===== src/rtl/cic3_decimator_1bit_if.sv =====
// AXI-Stream style beat channel (tdata/tvalid/tready) shared by the CIC
// decimator input (1-bit modulator stream) and output (PCM samples).
interface cic3_decimator_1bit_if #(
  parameter int DW = 1
);
  logic [DW-1:0] tdata;
  logic          tvalid;
  logic          tready;

  modport master (output tdata, output tvalid, input  tready);
  modport slave  (input  tdata, input  tvalid, output tready);
endinterface


===== src/rtl/cic3_decimator_1bit.sv =====
// Third-order CIC (sinc3) decimator: 1-bit delta-sigma stream in, signed
// WIDTH-bit PCM out, one sample per 2**DECIM_LOG2 accepted beats.
module cic3_decimator_1bit #(
  parameter int WIDTH      = 16,
  parameter int DECIM_LOG2 = 6
) (
  input  logic                  aclk,
  input  logic                  arst,
  cic3_decimator_1bit_if.slave  s_axis_data,
  cic3_decimator_1bit_if.master m_axis_data
);

  localparam int W     = 3 * DECIM_LOG2 + 2;
  localparam int SHIFT = 3 * DECIM_LOG2 - (WIDTH - 1);

  localparam logic [W-1:0]     POS_FULL = {{(W-WIDTH){1'b0}}, 1'b1, {(WIDTH-1){1'b0}}};
  localparam logic [WIDTH-1:0] POS_MAX  = {1'b0, {(WIDTH-1){1'b1}}};
  localparam logic [1:0]       WARM_DONE = 2'd2;

  if (3 * DECIM_LOG2 < WIDTH - 1) begin : g_bad_params
    $error("cic3_decimator_1bit: 3*DECIM_LOG2 must be >= WIDTH-1");
  end

  logic signed [W-1:0]     i1_q, i1_d, i2_q, i2_d, i3_q, i3_d;
  logic signed [W-1:0]     d1_q, d1_d, d2_q, d2_d, d3_q, d3_d;
  logic [DECIM_LOG2-1:0]   phase_q, phase_d;
  logic [1:0]              warm_q, warm_d;
  logic [WIDTH-1:0]        out_data_q, out_data_d;
  logic                    out_valid_q, out_valid_d;

  logic signed [W-1:0]     x;
  logic signed [W-1:0]     c1, c2, c3, c3_sh;
  logic [WIDTH-1:0]        y;
  logic                    last_phase, s_ready, beat, strobe, produce;

  // Bit 1 maps to +1, bit 0 to -1 (all ones in two's complement).
  assign x = {{(W-1){~s_axis_data.tdata[0]}}, 1'b1};

  assign last_phase = &phase_q;
  // Only the strobe beat needs somewhere to land, so stall just that one.
  assign s_ready    = !(last_phase && out_valid_q && !m_axis_data.tready);
  assign beat       = s_axis_data.tvalid && s_ready;
  assign strobe     = beat && last_phase;
  assign produce    = strobe && (warm_q == WARM_DONE);

  assign s_axis_data.tready = s_ready;
  assign m_axis_data.tdata  = out_data_q;
  assign m_axis_data.tvalid = out_valid_q;

  always_comb begin
    i1_d = i1_q;
    i2_d = i2_q;
    i3_d = i3_q;
    phase_d = phase_q;
    if (beat) begin
      i1_d    = i1_q + x;
      i2_d    = i2_q + i1_d;
      i3_d    = i3_q + i2_d;
      phase_d = phase_q + DECIM_LOG2'(1);
    end
  end

  always_comb begin
    c1    = i3_d - d1_q;
    c2    = c1 - d2_q;
    c3    = c2 - d3_q;
    c3_sh = c3 >>> SHIFT;
    // Only +full-scale overflows the output width; everything else fits.
    y     = (c3_sh == POS_FULL) ? POS_MAX : c3_sh[WIDTH-1:0];
  end

  always_comb begin
    d1_d   = d1_q;
    d2_d   = d2_q;
    d3_d   = d3_q;
    warm_d = warm_q;
    if (strobe) begin
      d1_d = i3_d;
      d2_d = c1;
      d3_d = c2;
      if (warm_q != WARM_DONE) warm_d = warm_q + 2'd1;
    end
  end

  always_comb begin
    out_data_d  = out_data_q;
    out_valid_d = out_valid_q;
    if (produce) begin
      out_data_d  = y;
      out_valid_d = 1'b1;
    end else if (out_valid_q && m_axis_data.tready) begin
      out_valid_d = 1'b0;
    end
  end

  always_ff @(posedge aclk) begin
    if (arst) begin
      i1_q        <= '0;
      i2_q        <= '0;
      i3_q        <= '0;
      d1_q        <= '0;
      d2_q        <= '0;
      d3_q        <= '0;
      phase_q     <= '0;
      warm_q      <= '0;
      out_data_q  <= '0;
      out_valid_q <= 1'b0;
    end else begin
      i1_q        <= i1_d;
      i2_q        <= i2_d;
      i3_q        <= i3_d;
      d1_q        <= d1_d;
      d2_q        <= d2_d;
      d3_q        <= d3_d;
      phase_q     <= phase_d;
      warm_q      <= warm_d;
      out_data_q  <= out_data_d;
      out_valid_q <= out_valid_d;
    end
  end

endmodule


===== src/flat_wrapper.sv =====
// flat-port wrapper written by rule: the top's interface ports become plain ports
module cic3_decimator_1bit_flat 
#(
  parameter int WIDTH      = 16,
  parameter int DECIM_LOG2 = 6
)
  (aclk, arst, s_axis_data_tdata, s_axis_data_tvalid, s_axis_data_tready, m_axis_data_tdata, m_axis_data_tvalid, m_axis_data_tready);
  cic3_decimator_1bit_if #(.DW(1)) s_axis_data_i ();
  cic3_decimator_1bit_if #(.DW(16)) m_axis_data_i ();
  input  logic aclk;
  input  logic arst;
  input wire logic [$bits(s_axis_data_i.tdata)-1:0] s_axis_data_tdata;
  input wire logic [$bits(s_axis_data_i.tvalid)-1:0] s_axis_data_tvalid;
  output wire logic [$bits(s_axis_data_i.tready)-1:0] s_axis_data_tready;
  output wire logic [$bits(m_axis_data_i.tdata)-1:0] m_axis_data_tdata;
  output wire logic [$bits(m_axis_data_i.tvalid)-1:0] m_axis_data_tvalid;
  input wire logic [$bits(m_axis_data_i.tready)-1:0] m_axis_data_tready;
  assign s_axis_data_i.tdata = s_axis_data_tdata;
  assign s_axis_data_i.tvalid = s_axis_data_tvalid;
  assign s_axis_data_tready = s_axis_data_i.tready;
  assign m_axis_data_tdata = m_axis_data_i.tdata;
  assign m_axis_data_tvalid = m_axis_data_i.tvalid;
  assign m_axis_data_i.tready = m_axis_data_tready;
  cic3_decimator_1bit #(.WIDTH(WIDTH), .DECIM_LOG2(DECIM_LOG2)) u_core (.aclk(aclk), .arst(arst), .s_axis_data(s_axis_data_i), .m_axis_data(m_axis_data_i));
endmodule

===== config.mk =====
export PLATFORM = sky130hd
export DESIGN_NAME = cic3_decimator_1bit_flat
export DESIGN_NICKNAME = d
export VERILOG_FILES = /design/src/rtl/cic3_decimator_1bit_if.sv /design/src/rtl/cic3_decimator_1bit.sv /design/src/flat_wrapper.sv
export SDC_FILE = /design/constraint.sdc
export NUM_CORES = 1
export LEC_CHECK = 0
export ABC_AREA = 0
export CAP_MARGIN = 20
export CORE_MARGIN = 4
export CORE_UTILIZATION = 40
export CTS_CLUSTER_DIAMETER = 30
export DETAILED_ROUTE_END_ITERATION = 7
export HOLD_SLACK_MARGIN = 0.05
export PLACE_DENSITY = 0.64
export SYNTH_ARGS = -nofsm -noshare
export SYNTH_HDL_FRONTEND = slang
export SYNTH_SLANG_ARGS = --single-unit

===== constraint.sdc =====
create_clock -name aclk -period 12.3 [get_ports aclk]
set_input_delay 2.46 -clock aclk [delete_from_list [all_inputs] [get_ports aclk]]
set_output_delay 2.46 -clock aclk [all_outputs]
set_load 0.03 [all_outputs]

# Word-level counts from Yosys, hierarchy flattened
# Index checks and enable logic that the tools add are counted.
# word_totals
ff_bits	145
wordCells	37
# classes
mux	4
reduce_logical	11
n_eq_ne	3
add_sub_neg	8
n_bitwise	1
# op_table
operator	count
$sub A20 B20 Y20	3
$add A20 B20 Y20	2
$add A20 B2 Y20	1
$eq A20 B16 Y1 const B	1
$mux W20	1
$mux W16	1
$add A6 B1 Y6 const B	1
$logic_and A1 B1 Y1	6
$reduce_and A6 Y1	1
$add A2 B1 Y2 const B	1
$eq A2 B2 Y1 const B	1
$logic_not A1 Y1	2
$mux W1	2
$ne A2 B2 Y1 const B	1
$reduce_and A2 Y1	1
$reduce_bool A2 Y1	1
$not A1 Y1	1

# Longest topological paths before layout
# depth
word_depth	11
depth_mapped	46
mapped_depth_nobuf	44

# Worst setup path before layout
# No wires, ideal clock.
# synth_timing
path_type	input to register
startpoint	input s_axis_data_tdata
endpoint	register u_core.out_data_q[10], in the netlist u_core.m_axis_data.tdata[10]
setup_slack_ns	1.411
required_ns	12.212
arrival_ns	10.801
setup_time_ns	0.088
path_stages	42
n_path_buf	1
path_cell_list	inv_1 fa_1 a21o_1 a21oi_1 o21bai_1 a21oi_1 o21bai_1 a21oi_1 nor2b_1 o31ai_1 a21boi_0 ha_1 o21a_1 o31a_1 o21a_1 nor2_1 xnor2_1 ha_1 (+6 left out) ha_1 nor2b_1 a311oi_1 xnor2_1 ha_1 a21oi_1 or3b_2 a31oi_1 xnor2_1 ha_1 xor2_1 nor2_1 nand2_1 a21boi_0 inv_1 or3_1 buf_6 a311oi_2
# synth_via
elab_chain_len	10
# synth_lines
item	line	source
from (decl)	flat_wrapper.sv:12	input wire logic [$bits(s_axis_data_i.tdata)-1:0] s_axis_data_tdata;
$not A1 Y1	cic3_decimator_1bit.sv:37	assign x = {{(W-1){~s_axis_data.tdata[0]}}, 1'b1};
$add A20 B2 Y20	cic3_decimator_1bit.sv:56	i1_d = i1_q + x;
$add A20 B20 Y20	cic3_decimator_1bit.sv:57	i2_d = i2_q + i1_d;
$add A20 B20 Y20	cic3_decimator_1bit.sv:58	i3_d = i3_q + i2_d;
$mux W20	cic3_decimator_1bit.sv:55	if (beat) begin
net u_core.i3_d[14]	cic3_decimator_1bit.sv:24	logic signed [W-1:0] i1_q, i1_d, i2_q, i2_d, i3_q, i3_d;
$sub A20 B20 Y20	cic3_decimator_1bit.sv:64	c1 = i3_d - d1_q;
net u_core.c1[15]	cic3_decimator_1bit.sv:32	logic signed [W-1:0] c1, c2, c3, c3_sh;
$sub A20 B20 Y20	cic3_decimator_1bit.sv:65	c2 = c1 - d2_q;
net u_core.c2[17]	cic3_decimator_1bit.sv:32	
$sub A20 B20 Y20	cic3_decimator_1bit.sv:66	c3 = c2 - d3_q;
$eq A20 B16 Y1	cic3_decimator_1bit.sv:69	y = (c3_sh == POS_FULL) ? POS_MAX : c3_sh[WIDTH-1:0];
$mux W16	cic3_decimator_1bit.sv:69	
to (signal assigned)	cic3_decimator_1bit.sv:117	out_data_q <= out_data_d;
to (decl)	cic3_decimator_1bit.sv:28	logic [WIDTH-1:0] out_data_q, out_data_d;
# The timed path passes the listed nets, and every way through them passes these cells.
# A chain may end at the register's enable or synchronous reset.

# Worst setup path after layout
# layout_timing
startpoint	input s_axis_data_tdata
endpoint	register u_core.out_data_q[7], in the netlist u_core.m_axis_data.tdata[7]
# Same word-level chain as after synthesis.

==> flow_summary.json <==
{
  "outcome": "complete, no violations",
  "synth_area_um2": 10500,
  "rsz0062_at_grt": "false",
  "cts_setup_buffers": 0,
  "crit_family": "compound AO/OA/AOI/OAI gates",
  "min_to": "u_core.d3_q[10]",
  "synth-main-ff-cell": "dfxtp_1",
  "via_per_inst": 5.24,
  "tritoncts": "yes",
  "skew_ns": 0.00865,
  "fin_nets": 1489,
  "finalCritPeriodShare_pct": 93.7,
  "overflow": 0,
  "endpoint_kind": "register",
  "relSlewSlack_pct": 30.9,
  "yosysTopAreaCell": "dfxtp_1",
  "cts_buffers": 17,
  "arrival_ns": 11.85,
  "synth_area_per_cell_um2": 7.72,
  "vias": 8955,
  "fin_crit_ns": 11.52,
  "yosys_warnings": 0,
  "cp.required_ns": 12.63,
  "wl_per_cell_um": 12.7,
  "drt_iter0_drc": 418,
  "syn2layout_area_growth_pct": 11.1,
  "whs_path_depth": 2,
  "gp_congestion": 0.848,
  "reg2reg_setup_slack_ns": 3.21,
  "max_clock_freq_mhz": 86.8,
  "final_antenna_net_count": 0,
  "crit_top_cell": "a21oi_1",
  "worst_pin_slew_ns": 1.04,
  "synth_seq_cells": 145,
  "setup_violations": 0,
  "rows": 59,
  "wl_um": 21600,
  "regToRegEndpoint": "u_core.m_axis_data.tdata[7]",
  "crit_path_start_kind": "input port",
  "synthesis.nets": 1488,
  "cts_root_buf": "clkbuf_16",
  "cts_resized": 0,
  "die_h_um": 170,
  "hold_path_class": "reg2reg",
  "async_flop_share_pct": 0,
  "timing_hold_violations_final": 0,
  "clockBufferDepth": 2,
  "grt_max_degree": 73,
  "crit_cells": 42,
  "critPathKind": "in2reg",
  "crit_buf_inv": 3,
  "post-dp-hpwl_um": 15500,
  "grt_pass1_vias": 8425,
  "core_um2": 26000,
  "drv_slew": 0,
  "ff2ff_path_depth": 40,
  "die_area_um2": 28900,
  "worstSkewPairLatency_ns": 0.42,
  "start_util_pct": 40.5,
  "worstReg2RegStart": "u_core.i1_q[0]",
  "hp-start": "u_core.d3_q[10]",
  "fillers": 2602,
  "synth_cells": 1362,
  "fin_tns_setup_ns": 0,
  "n_antenna_cell": 0,
  "clock_sinks": 145,
  "synth_edf_count": 0,
  "numPortBuffers": 22,
  "die_w_um": 170,
  "critPathMaxFanout": 10,
  "antenna_found_initial": 0,
  "netlist_top_cells_area": "dfxtp_1 (28%), ha_1 (14%), nand2_1 (8.0%), a21oi_1 (7.3%), xnor2_1 (5.6%)",
  "cts_hold_buffers": 0,
  "maxCapViolations": 0,
  "track_usage_pct": 15.1,
  "max_stage_delay_ns": 0.52,
  "yosysTopAreaCellShare_pct": 27.6,
  "firstDrtPassIters": 5,
  "ioPinCount": 23,
  "drc": 0,
  "seq_area_frac_synth_pct": 27.6,
  "ys_types": 76,
  "drive_above_1_share_pct": 6.18,
  "grt_first_pass_wirelength_um": 37600,
  "clk_pin_slew_ns": 0.06,
  "critPathSlowestCell": "clkdlybuf4s50_1",
  "htreeDepth": 4
}
-- worst max path at each step --
stage / startpoint / to / slack [ns]
6_report: s_axis_data_tdata / u_core.m_axis_data.tdata[7] / 0.78
5_1_grt: s_axis_data_tdata / u_core.m_axis_data.tdata[7] / 0.06
4_1_cts: s_axis_data_tdata / u_core.m_axis_data.tdata[7] / 0.52
3_5_place_dp: s_axis_data_tdata / u_core.m_axis_data.tdata[7] / 0.12
3_3_place_gp: s_axis_data_tdata / u_core.m_axis_data.tdata[0] / 0.25
2_1_floorplan: s_axis_data_tdata / u_core.m_axis_data.tdata[10] / 1.41
-- routing by layer --
metal | GRT usage [%] | share of wire (%) | vias to the layer above
met3 | 2.16 | 2.4 | 14
met5 | 0 | 0 | -
met1 | 20.0 | 49 | 4128
li1 | - | - | 4722
met4 | 3.33 | 0.90 | 0
met2 | 26.3 | 48 | 91
-- synth_stat cells (7+ instances only) --
master / number
or3_1: 13
o21a_1: 16
nor3_1: 24
nor2_1: 110
xnor2_1: 67
nand3_1: 18
nand4_1: 7
a21oi_1: 153
a31oi_1: 10
and2_1: 16
nand2_1: 225
a21o_1: 20
inv_1: 100
xor2_1: 32
buf_1: 9
and3_1: 15
o21ai_0: 57
a21boi_0: 10
nand2b_1: 9
clkbuf_1: 39
ha_1: 116
o21bai_1: 11
dfxtp_1: 145
nor2b_1: 14
a211oi_1: 22
a311oi_2: 9
-- stage by stage --
step / setup WS [ns] / cell area, um2 / instances / util, % / hold slack (ns)
after floorplan: 1.41 / 10500 / 1362 / - / 0.436
after global placement: 0.248 / 11000 / 1679 / 42.5 / 0.441
after detailed placement: 0.117 / 11000 / 1679 / 42.5 / 0.447
after CTS: 0.518 / 11600 / 1710 / 44.8 / 0.455
after global routing: 0.0556 / 11700 / 1710 / 45.0 / 0.468
final: 0.777 / 11700 / 1710 / 45.0 / 0.453
-- area by class of cell --
cell class	instances	area, um2	share of cell area [%]
flip-flops and latches	145	2900	24.8
inverters	100	375	3.21
clock buffers	23	508	4.35
multi-input cells	1068	7100	60.7
well taps	335	419	3.59
clock inverters	8	101	0.867
repair buffers	31	285	2.44
-- sequential cells by signal (all words and copies together), names as in the netlist --
| register | flops |
|---|---|
| u_core.d1_q | 20 |
| u_core.d2_q | 20 |
| u_core.d3_q | 20 |
| u_core.i1_q | 20 |
| u_core.i2_q | 20 |
| u_core.i3_q | 20 |
| u_core.m_axis_data.tdata | 16 |
| u_core.phase_q | 6 |
| u_core.warm_q | 2 |
| u_core.m_axis_data.tvalid | 1 |
-- worst min-delay path: cells and delay by family (launching register included) --
family / cells / cell delay [ns]
and+or+nand+nor: 1 / 0.05
DFF: 1 / 0.31
AOI/OAI and AO/OA: 1 / 0.05
-- cell usage in the layout (no fill, tap or decap), drive strengths merged, types with 3 or more instances in the layout --
cell type        n
a21o            20
o211ai           8
o21ai           59
nand2          225
nand2b           9
inv            100
nand4            7
or2              6
clkinvlp         3
ha             116
a31oi           10
buf             10
o31a             5
o21bai          11
a31o             4
a21boi          11
and2            16
and3            15
xor2            33
clkbuf          23
dfxtp          145
clkdlybuf4s50   21
a211o            4
fa               5
o41ai            4
a311oi          12
xnor2           68
o21a            16
a21oi          153
nor2b           14
o31ai            6
nand3           19
nor2           110
or3             14
mux2i            3
clkinv           3
a211oi          22
o311ai           3
nor3            24
-- cells by family after synthesis --
group                      count (synthesis)  share of synthesized area, %
and+or+nand+nor                          471                          20.0
AOI/OAI and AO/OA                        369                          22.8
buffers and inverters                    149                          5.39
DFF                                      145                          27.6
adders and majority gates                121                          14.8
xor gates and xnor gates                 103                          9.10
muxes                                      4                         0.393
Power is not shown: default switching activity piles up to over one toggle a cycle in this logic, so the estimate is an artifact.
